$ cat src/rtl/discharge_pkg.sv
// Shared definitions for the EDM discharge-control path: discharge FSM state
// codes, waveform control bit positions and the gap classifier state encoding.
package discharge_pkg;

  localparam logic [7:0] S_WAIT_BREAKDOWN    = 8'b00000001;
  localparam logic [7:0] S_BUCK_INTERLEAVE   = 8'b00000010;
  localparam logic [7:0] S_RES_DISCHARGE     = 8'b00000100;
  localparam logic [7:0] S_DEION             = 8'b10000000;
  localparam logic [7:0] S_DEION_SINGLE_BUCK = 8'b00000000;

  localparam int BUCK_OR_RES_BIT        = 15;
  localparam int CONTINUE_OR_SINGLE_BIT = 14;
  localparam int OPEN_OR_CLOSE_BIT      = 13;

  // Slot of each run-length qualifier inside the classifier.
  localparam int QUAL_BD    = 0;
  localparam int QUAL_SHORT = 1;
  localparam int NUM_QUAL   = 2;

  typedef enum logic [1:0] {
    G_IDLE,
    G_BLANK,
    G_DETECT,
    G_DONE
  } gap_state_e;

endpackage

$ cat src/rtl/run_length_qualifier.sv
// Saturating consecutive-cycle counter; 'qualified' is asserted combinationally
// during the cycle whose sample completes a run of 'threshold' (0 acts as 1).
module run_length_qualifier #(
  parameter int CNT_W = 16
) (
  input  logic             clk,
  input  logic             rst_n,
  input  logic             enable,
  input  logic             cond,
  input  logic [CNT_W-1:0] threshold,
  output logic             qualified
);

  logic [CNT_W-1:0] run_reg;
  logic [CNT_W-1:0] run_next;
  logic [CNT_W-1:0] thr_eff;

  always_comb begin
    thr_eff  = (threshold == '0) ? CNT_W'(1) : threshold;
    run_next = (run_reg == '1) ? run_reg : run_reg + CNT_W'(1);
  end

  assign qualified = enable && cond && (run_next >= thr_eff);

  always_ff @(posedge clk) begin
    if (!rst_n || !enable) begin
      run_reg <= '0;
    end else if (cond) begin
      run_reg <= run_next;
    end else begin
      run_reg <= '0;
    end
  end

endmodule

$ cat src/rtl/discharge_gap_classifier.sv
// Classifies the gap during S_WAIT_BREAKDOWN as breakdown, short or open-circuit
// timeout, and measures the ignition delay from window start.
module discharge_gap_classifier #(
  parameter int         DATA_W              = 16,
  parameter int         CNT_W               = 16,
  parameter logic [7:0] S_WAIT_BREAKDOWN    = 8'b00000001,
  parameter logic [7:0] S_DEION             = 8'b10000000,
  parameter logic [7:0] S_DEION_SINGLE_BUCK = 8'b00000000
) (
  input  logic              clk,
  input  logic              rst_n,
  input  logic [DATA_W-1:0] sample_current,
  input  logic [DATA_W-1:0] sample_voltage,
  input  logic [7:0]        current_state,
  input  logic [DATA_W-1:0] cfg_bd_cur,
  input  logic [DATA_W-1:0] cfg_bd_vol,
  input  logic [DATA_W-1:0] cfg_deion_vol,
  input  logic [CNT_W-1:0]  cfg_bd_time,
  input  logic [CNT_W-1:0]  cfg_short_time,
  input  logic [CNT_W-1:0]  cfg_blank_time,
  input  logic [CNT_W-1:0]  cfg_timeout,
  output logic              is_breakdown,
  output logic              is_short,
  output logic              is_open_timeout,
  output logic              result_valid,
  output logic [CNT_W-1:0]  ignition_delay
);
  import discharge_pkg::gap_state_e;
  import discharge_pkg::G_IDLE;
  import discharge_pkg::G_BLANK;
  import discharge_pkg::G_DETECT;
  import discharge_pkg::G_DONE;
  import discharge_pkg::QUAL_BD;
  import discharge_pkg::QUAL_SHORT;
  import discharge_pkg::NUM_QUAL;

  gap_state_e state_reg;

  logic signed [DATA_W-1:0] bd_cur_reg;
  logic signed [DATA_W-1:0] bd_vol_reg;
  logic signed [DATA_W-1:0] deion_vol_reg;
  logic [CNT_W-1:0] bd_time_reg;
  logic [CNT_W-1:0] short_time_reg;
  logic [CNT_W-1:0] blank_time_reg;
  logic [CNT_W-1:0] timeout_reg;
  logic [CNT_W-1:0] ign_cnt_reg;
  logic [CNT_W-1:0] blank_cnt_reg;

  logic             in_window;
  logic             in_deion;
  logic             cur_ok;
  logic [CNT_W:0]   ign_plus1;
  logic [CNT_W:0]   blank_plus1;
  logic [CNT_W-1:0] ign_next;
  logic [CNT_W-1:0] blank_next;
  logic             timeout_hit;
  logic             blank_done;

  logic [NUM_QUAL-1:0] qual_cond;
  logic [NUM_QUAL-1:0] qual_hit;
  logic [CNT_W-1:0]    qual_thr [NUM_QUAL];
  logic                qual_en;

  assign in_window = (current_state == S_WAIT_BREAKDOWN);
  assign in_deion  = (current_state == S_DEION) || (current_state == S_DEION_SINGLE_BUCK);
  assign cur_ok    = ($signed(sample_current) >= bd_cur_reg);

  assign qual_cond[QUAL_BD]    = cur_ok && ($signed(sample_voltage) >= deion_vol_reg)
                                        && ($signed(sample_voltage) <= bd_vol_reg);
  assign qual_cond[QUAL_SHORT] = cur_ok && ($signed(sample_voltage) < deion_vol_reg);
  assign qual_thr[QUAL_BD]     = bd_time_reg;
  assign qual_thr[QUAL_SHORT]  = short_time_reg;
  assign qual_en               = (state_reg == G_DETECT) && in_window;

  // One extra bit on the increments gives the saturation carry for free.
  assign ign_plus1   = {1'b0, ign_cnt_reg} + (CNT_W+1)'(1);
  assign blank_plus1 = {1'b0, blank_cnt_reg} + (CNT_W+1)'(1);
  assign ign_next    = ign_plus1[CNT_W] ? ign_cnt_reg : ign_plus1[CNT_W-1:0];
  assign blank_next  = blank_plus1[CNT_W] ? blank_cnt_reg : blank_plus1[CNT_W-1:0];
  assign timeout_hit = (timeout_reg != '0) && (ign_plus1 == {1'b0, timeout_reg});
  assign blank_done  = (blank_plus1 >= {1'b0, blank_time_reg});

  genvar gi;
  generate
    for (gi = 0; gi < NUM_QUAL; gi++) begin : g_qual
      run_length_qualifier #(.CNT_W(CNT_W)) u_qual (
        .clk       (clk),
        .rst_n     (rst_n),
        .enable    (qual_en),
        .cond      (qual_cond[gi]),
        .threshold (qual_thr[gi]),
        .qualified (qual_hit[gi])
      );
    end
  endgenerate

  always_ff @(posedge clk) begin
    if (!rst_n) begin
      state_reg       <= G_IDLE;
      bd_cur_reg      <= '0;
      bd_vol_reg      <= '0;
      deion_vol_reg   <= '0;
      bd_time_reg     <= '0;
      short_time_reg  <= '0;
      blank_time_reg  <= '0;
      timeout_reg     <= '0;
      ign_cnt_reg     <= '0;
      blank_cnt_reg   <= '0;
      is_breakdown    <= 1'b0;
      is_short        <= 1'b0;
      is_open_timeout <= 1'b0;
      result_valid    <= 1'b0;
      ignition_delay  <= '0;
    end else begin
      result_valid <= 1'b0;
      case (state_reg)
        G_IDLE: begin
          if (in_window) begin
            bd_cur_reg     <= $signed(cfg_bd_cur);
            bd_vol_reg     <= $signed(cfg_bd_vol);
            deion_vol_reg  <= $signed(cfg_deion_vol);
            bd_time_reg    <= cfg_bd_time;
            short_time_reg <= cfg_short_time;
            blank_time_reg <= cfg_blank_time;
            timeout_reg    <= cfg_timeout;
            ign_cnt_reg    <= '0;
            blank_cnt_reg  <= '0;
            state_reg      <= G_BLANK;
          end
        end
        G_BLANK, G_DETECT: begin
          if (!in_window) begin
            state_reg <= G_IDLE;
          end else begin
            ign_cnt_reg <= ign_next;
            if (state_reg == G_BLANK) blank_cnt_reg <= blank_next;
            // Qualification outranks a timeout expiring on the same edge.
            if (qual_hit[QUAL_BD]) begin
              is_breakdown   <= 1'b1;
              result_valid   <= 1'b1;
              ignition_delay <= ign_next;
              state_reg      <= G_DONE;
            end else if (qual_hit[QUAL_SHORT]) begin
              is_short       <= 1'b1;
              result_valid   <= 1'b1;
              ignition_delay <= ign_next;
              state_reg      <= G_DONE;
            end else if (timeout_hit) begin
              is_open_timeout <= 1'b1;
              result_valid    <= 1'b1;
              ignition_delay  <= timeout_reg;
              state_reg       <= G_DONE;
            end else if ((state_reg == G_BLANK) && blank_done) begin
              state_reg <= G_DETECT;
            end
          end
        end
        G_DONE: begin
          if (in_deion) begin
            is_breakdown    <= 1'b0;
            is_short        <= 1'b0;
            is_open_timeout <= 1'b0;
            state_reg       <= G_IDLE;
          end
        end
        default: state_reg <= G_IDLE;
      endcase
    end
  end

endmodule

$ cat config.mk
export PLATFORM = sky130hd
export DESIGN_NAME = discharge_gap_classifier
export DESIGN_NICKNAME = d
export VERILOG_FILES = /design/src/rtl/discharge_pkg.sv /design/src/rtl/run_length_qualifier.sv /design/src/rtl/discharge_gap_classifier.sv
export SDC_FILE = /design/constraint.sdc
export NUM_CORES = 1
export LEC_CHECK = 0
export ABC_AREA = 1
export CAP_MARGIN = 10
export CORE_MARGIN = 3
export CORE_UTILIZATION = 45
export CTS_CLUSTER_SIZE = 12
export DETAILED_ROUTE_END_ITERATION = 7
export GPL_ROUTABILITY_DRIVEN = 0
export PLACE_DENSITY = 0.68
export SETUP_SLACK_MARGIN = 0.3
export SLEW_MARGIN = 40
export SYNTH_ARGS = -nofsm -noshare
export SYNTH_HDL_FRONTEND = slang
export SYNTH_HIERARCHICAL = 1
export SYNTH_SLANG_ARGS = --single-unit
$ cat constraint.sdc
create_clock -name clk -period 4.51 [get_ports clk]
set_input_delay 1.353 -clock clk [delete_from_list [all_inputs] [get_ports clk]]
set_output_delay 1.353 -clock clk [all_outputs]
set_load 0.1 [all_outputs]
==> flow_summary.html <==
<table>
<tr><th>Metric</th><th>Value</th></tr>
<tr><th colspan="2">Routing</th></tr>
<tr><td>Count of antenna-violating nets left after detailed routing</td><td>0</td></tr>
<tr><td>Vias per cell</td><td>5.09</td></tr>
<tr><td>DRT Wirelength</td><td>30400 um</td></tr>
<tr><td>Via count</td><td>11137</td></tr>
<tr><td>DRC marker count from the first detailed-route iteration</td><td>711</td></tr>
<tr><td>Residual DRC count</td><td>0</td></tr>
<tr><td>Routed wire per std cell</td><td>13.9 um</td></tr>
<tr><td>Detailed-router iteration count before antenna repair</td><td>5</td></tr>
<tr><th colspan="2">Clock network</th></tr>
<tr><td>CTS Sinks</td><td>198</td></tr>
<tr><td>CTS Buf Count</td><td>17</td></tr>
<tr><td>H-tree level count</td><td>4</td></tr>
<tr><td>Clock insertion delay at the later pin of the skew report</td><td>440 ps</td></tr>
<tr><td>Number of buffers on the longest clock path</td><td>2</td></tr>
<tr><td>Cts-stage hold buffer count</td><td>0</td></tr>
<tr><td>Clk slew on worst S/H paths</td><td>80 ps</td></tr>
<tr><td>Clock tree from TritonCTS</td><td>yes</td></tr>
<tr><td>Root buffer selected by CTS</td><td>sky130_fd_sc_hd__clkbuf_16</td></tr>
<tr><th colspan="2">GRT</th></tr>
<tr><td>Maximum number of pins on one net before global-route repair</td><td>79</td></tr>
<tr><td>Vias in the first global route</td><td>10484</td></tr>
<tr><td>GRT Resource Usage Total</td><td>0.216</td></tr>
<tr><td>First-pass GRT wire length</td><td>50400 um</td></tr>
<tr><td>Antenna violations before repair</td><td>0</td></tr>
<tr><td>Remaining global-route overflow</td><td>0</td></tr>
<tr><th colspan="2">Finish</th></tr>
<tr><td>NumNets Final</td><td>2104</td></tr>
<tr><td>Signed area change from the synthesized netlist to the final layout</td><td>22.0%</td></tr>
<tr><td># diodes</td><td>0</td></tr>
<tr><td>Fill cells</td><td>2438</td></tr>
<tr><td>Sequential standard cell area</td><td>3960 um2</td></tr>
<tr><td>Largest register FFs</td><td>32</td></tr>
<tr><td>Multi-input gate area in the final layout</td><td>6610 um2</td></tr>
<tr><td>Share of final-layout standard cells stronger than drive strength 1</td><td>0.0678</td></tr>
<tr><th colspan="2">Yosys</th></tr>
<tr><td>Synth unique cells</td><td>47</td></tr>
<tr><td>Ranking of synthesized cells by area</td><td>sky130_fd_sc_hd__dfxtp_1 34%, sky130_fd_sc_hd__ha_1 11%, sky130_fd_sc_hd__nand2_1 11%</td></tr>
<tr><td>Async S/R FF share, synth</td><td>0</td></tr>
<tr><td>Synth Area per Inst</td><td>6.87 um2</td></tr>
<tr><td>Warnings, synthesis</td><td>6</td></tr>
<tr><td>Mapped Area</td><td>11700 um2</td></tr>
<tr><td>Cell type contributing the most total cell area after synthesis</td><td>sky130_fd_sc_hd__dfxtp_1</td></tr>
<tr><td>Most frequent cell after synthesis</td><td>sky130_fd_sc_hd__nand2_1</td></tr>
<tr><td>Proportion of netlist area held by the largest area contributor</td><td>0.339</td></tr>
<tr><td>Cell count after synthesis</td><td>1699</td></tr>
<tr><td>Syn Nets</td><td>1957</td></tr>
<tr><td>Number of register bits inferred by synthesis</td><td>198</td></tr>
<tr><td>Most used flip-flop cell after synthesis</td><td>sky130_fd_sc_hd__dfxtp_1</td></tr>
<tr><td>Cell types with the highest counts after synthesis</td><td>345 x sky130_fd_sc_hd__nand2_1, 225 x sky130_fd_sc_hd__inv_1, 198 x sky130_fd_sc_hd__dfxtp_1</td></tr>
<tr><td>Sequential cell area fraction in the yosys report</td><td>0.339</td></tr>
<tr><td>Count of flip-flops with a built-in enable after synthesis</td><td>0</td></tr>
<tr><th colspan="2">Placement</th></tr>
<tr><td>Minimum setup slack after placement</td><td>-3.58 ps</td></tr>
<tr><td>Number of buffer cells added on primary ports</td><td>173</td></tr>
<tr><td>Sum of net half-perimeters after detailed placement</td><td>23100 um</td></tr>
<tr><th colspan="2">Floorplanning</th></tr>
<tr><td>Overall die area</td><td>27900 um2</td></tr>
<tr><td>Vertical extent of the die</td><td>167 um</td></tr>
<tr><td>Die W</td><td>167 um</td></tr>
<tr><td>Core Footprint</td><td>25300 um2</td></tr>
<tr><td>I/O pin count</td><td>174</td></tr>
<tr><td>Site row count</td><td>58</td></tr>
<tr><td>Starting density of the core</td><td>0.461</td></tr>
<tr><th colspan="2">Power</th></tr>
<tr><td>Max rail drop VDD</td><td>0.260 mV</td></tr>
<tr><td>Power density over the cells</td><td>265 nW/um2</td></tr>
<tr><td>Leak Pwr</td><td>6.16 nW</td></tr>
<tr><th colspan="2">Timing</th></tr>
<tr><td>Setup repair after global routing missed its margin</td><td>yes</td></tr>
<tr><td>Minimum period implied by the final worst setup slack</td><td>3930 ps</td></tr>
<tr><td>Setup tns final</td><td>0 ps</td></tr>
<tr><td>Final number of setup-violating endpoints</td><td>0</td></tr>
<tr><td>Transition time at the pin with the least slew margin</td><td>709 ps</td></tr>
<tr><td>Clk_skew</td><td>17.6 ps</td></tr>
<tr><td>Worst Slack Setup Final</td><td>579 ps</td></tr>
<tr><td>Number of max-slew violations in the final report</td><td>0</td></tr>
<tr><td>Number of failing hold endpoints at the final stage</td><td>0</td></tr>
<tr><td>Post-route fraction of the period consumed by the critical path</td><td>0.872</td></tr>
<tr><td>Worst-case headroom to the max-slew limit</td><td>0.527</td></tr>
<tr><td>F_max</td><td>254 MHz</td></tr>
<tr><th colspan="2">Critical path</th></tr>
<tr><td>Worst path required time</td><td>4840 ps</td></tr>
<tr><td>Arrival time of data at the critical path endpoint</td><td>4260 ps</td></tr>
<tr><td>Category of the critical setup timing path</td><td>primary input to flop</td></tr>
<tr><td>Startpoint Class</td><td>primary input</td></tr>
<tr><td>Worst setup EP type</td><td>flop</td></tr>
<tr><td>Maximum net fanout on the critical path</td><td>16</td></tr>
<tr><th colspan="2">Run</th></tr>
<tr><td>Number of max-cap violations</td><td>0</td></tr>
<tr><th colspan="2">Min path</th></tr>
<tr><td>Worst hold path type</td><td>flop to flop</td></tr>
<tr><th colspan="2">Status</th></tr>
<tr><td>Run status</td><td>finished clean</td></tr>
</table>
## path summary, 6_finish.rpt
| path | cells past startpoint | start | slack (ps) | to |
|---|---|---|---|---|
| setup reg to reg | 20 | g_qual[1].u_qual/run_reg[0] | 870 | ignition_delay[4] |
| hold / removal | 2 | is_breakdown | 460 | is_breakdown |
| setup / recovery | 20 | sample_current[9] | 580 | ignition_delay[4] |
| hold reg to reg | 2 | is_breakdown | 460 | is_breakdown |
## cell usage in the layout (no fill, tap or decap), types with 10 or more instances in the layout
cell and n:
sky130_fd_sc_hd__a21oi_1 159, sky130_fd_sc_hd__o21ai_0 156, sky130_fd_sc_hd__a21oi_2 10, sky130_fd_sc_hd__nand3_1 75, sky130_fd_sc_hd__a211oi_1 11, sky130_fd_sc_hd__nor2_2 10
sky130_fd_sc_hd__nand4_1 39, sky130_fd_sc_hd__clkdlybuf4s50_1 152, sky130_fd_sc_hd__inv_1 224, sky130_fd_sc_hd__o21ai_1 10, sky130_fd_sc_hd__ha_1 104, sky130_fd_sc_hd__clkbuf_16 17
sky130_fd_sc_hd__buf_4 11, sky130_fd_sc_hd__dfxtp_1 198, sky130_fd_sc_hd__nand2_1 345, sky130_fd_sc_hd__nor2_1 192, sky130_fd_sc_hd__buf_2 20, sky130_fd_sc_hd__xor2_1 16
## worst max-delay path, cell delays in order
cell and delay [ps]:
sky130_fd_sc_hd__clkdlybuf4s50_1 400, sky130_fd_sc_hd__ha_1 300, sky130_fd_sc_hd__a21oi_1 140, sky130_fd_sc_hd__nor2_1 60, sky130_fd_sc_hd__a211oi_1 160, sky130_fd_sc_hd__o21ai_0 110, sky130_fd_sc_hd__nor3_1 210, sky130_fd_sc_hd__nand2_1 80
sky130_fd_sc_hd__nand2_1 60, sky130_fd_sc_hd__nand3b_1 100, sky130_fd_sc_hd__and2_1 190, sky130_fd_sc_hd__nand2_1 100, sky130_fd_sc_hd__a21oi_2 50, sky130_fd_sc_hd__nor2_1 120, sky130_fd_sc_hd__clkinv_1 180, sky130_fd_sc_hd__nor2_2 220
sky130_fd_sc_hd__nor2_4 70, sky130_fd_sc_hd__buf_12 140, sky130_fd_sc_hd__o21ai_0 150, sky130_fd_sc_hd__nor2_1 50
## power breakdown
| group | switching, W | internal (W) | total, W |
|---|---|---|---|
| clock | 0.000778 | 0.000760 | 0.00154 |
| combinational | 0.000251 | 0.000218 | 0.000469 |
| sequential | 0.0000127 | 0.00176 | 0.00178 |
| total | 0.00104 | 0.00274 | 0.00378 |
## metal layers
layer / track usage / share of wire / up-vias
met4: 0.0499 / 0.012 / 0
met3: 0.0359 / 0.048 / 22
li1: - / - / 5844
met1: 0.295 / 0.48 / 5037
met2: 0.358 / 0.46 / 234
met5: 0 / 0 / -
## area by class of cell
cell class	count	area share
Multi-Input combinational cell	1207	0.463
Sequential cell	198	0.278
Tap cell	330	0.0290
Inverter	234	0.0618
Clock inverter	14	0.0105
Timing Repair Buffer	188	0.126
Clock buffer	18	0.0308
## metrics by stage
step / area, um2 / power (W) / utilization / std cells / hold slack (ps)
floorplan: 11700 / 0.00207 / - / 1699 / 433
global placement: 13700 / 0.00228 / 0.542 / 2156 / 439
detailed placement: 13600 / 0.00228 / 0.538 / 2156 / 447
CTS: 14200 / 0.00382 / 0.561 / 2188 / 459
global route: 14300 / 0.00394 / 0.563 / 2189 / 484
finish: 14300 / 0.00378 / 0.563 / 2189 / 456
## repair_timing
action                     4_1_cts  5_1_grt
setup endpoints to repair        0       19
resized for setup                0        8
buffers inserted                 0        1
## cell families after synthesis
| family | after synthesis | share of synthesized area |
|---|---|---|
| buffers and inverters | 294 | 0.0968 |
| XOR/XNOR | 25 | 0.0187 |
| AO/OA/AOI/OAI | 364 | 0.166 |
| flip-flops | 198 | 0.339 |
| adder cells (fa/ha/maj) | 104 | 0.111 |
| AND/OR/NAND/NOR | 714 | 0.268 |
Note: power is estimated with default switching activity, not from simulation.
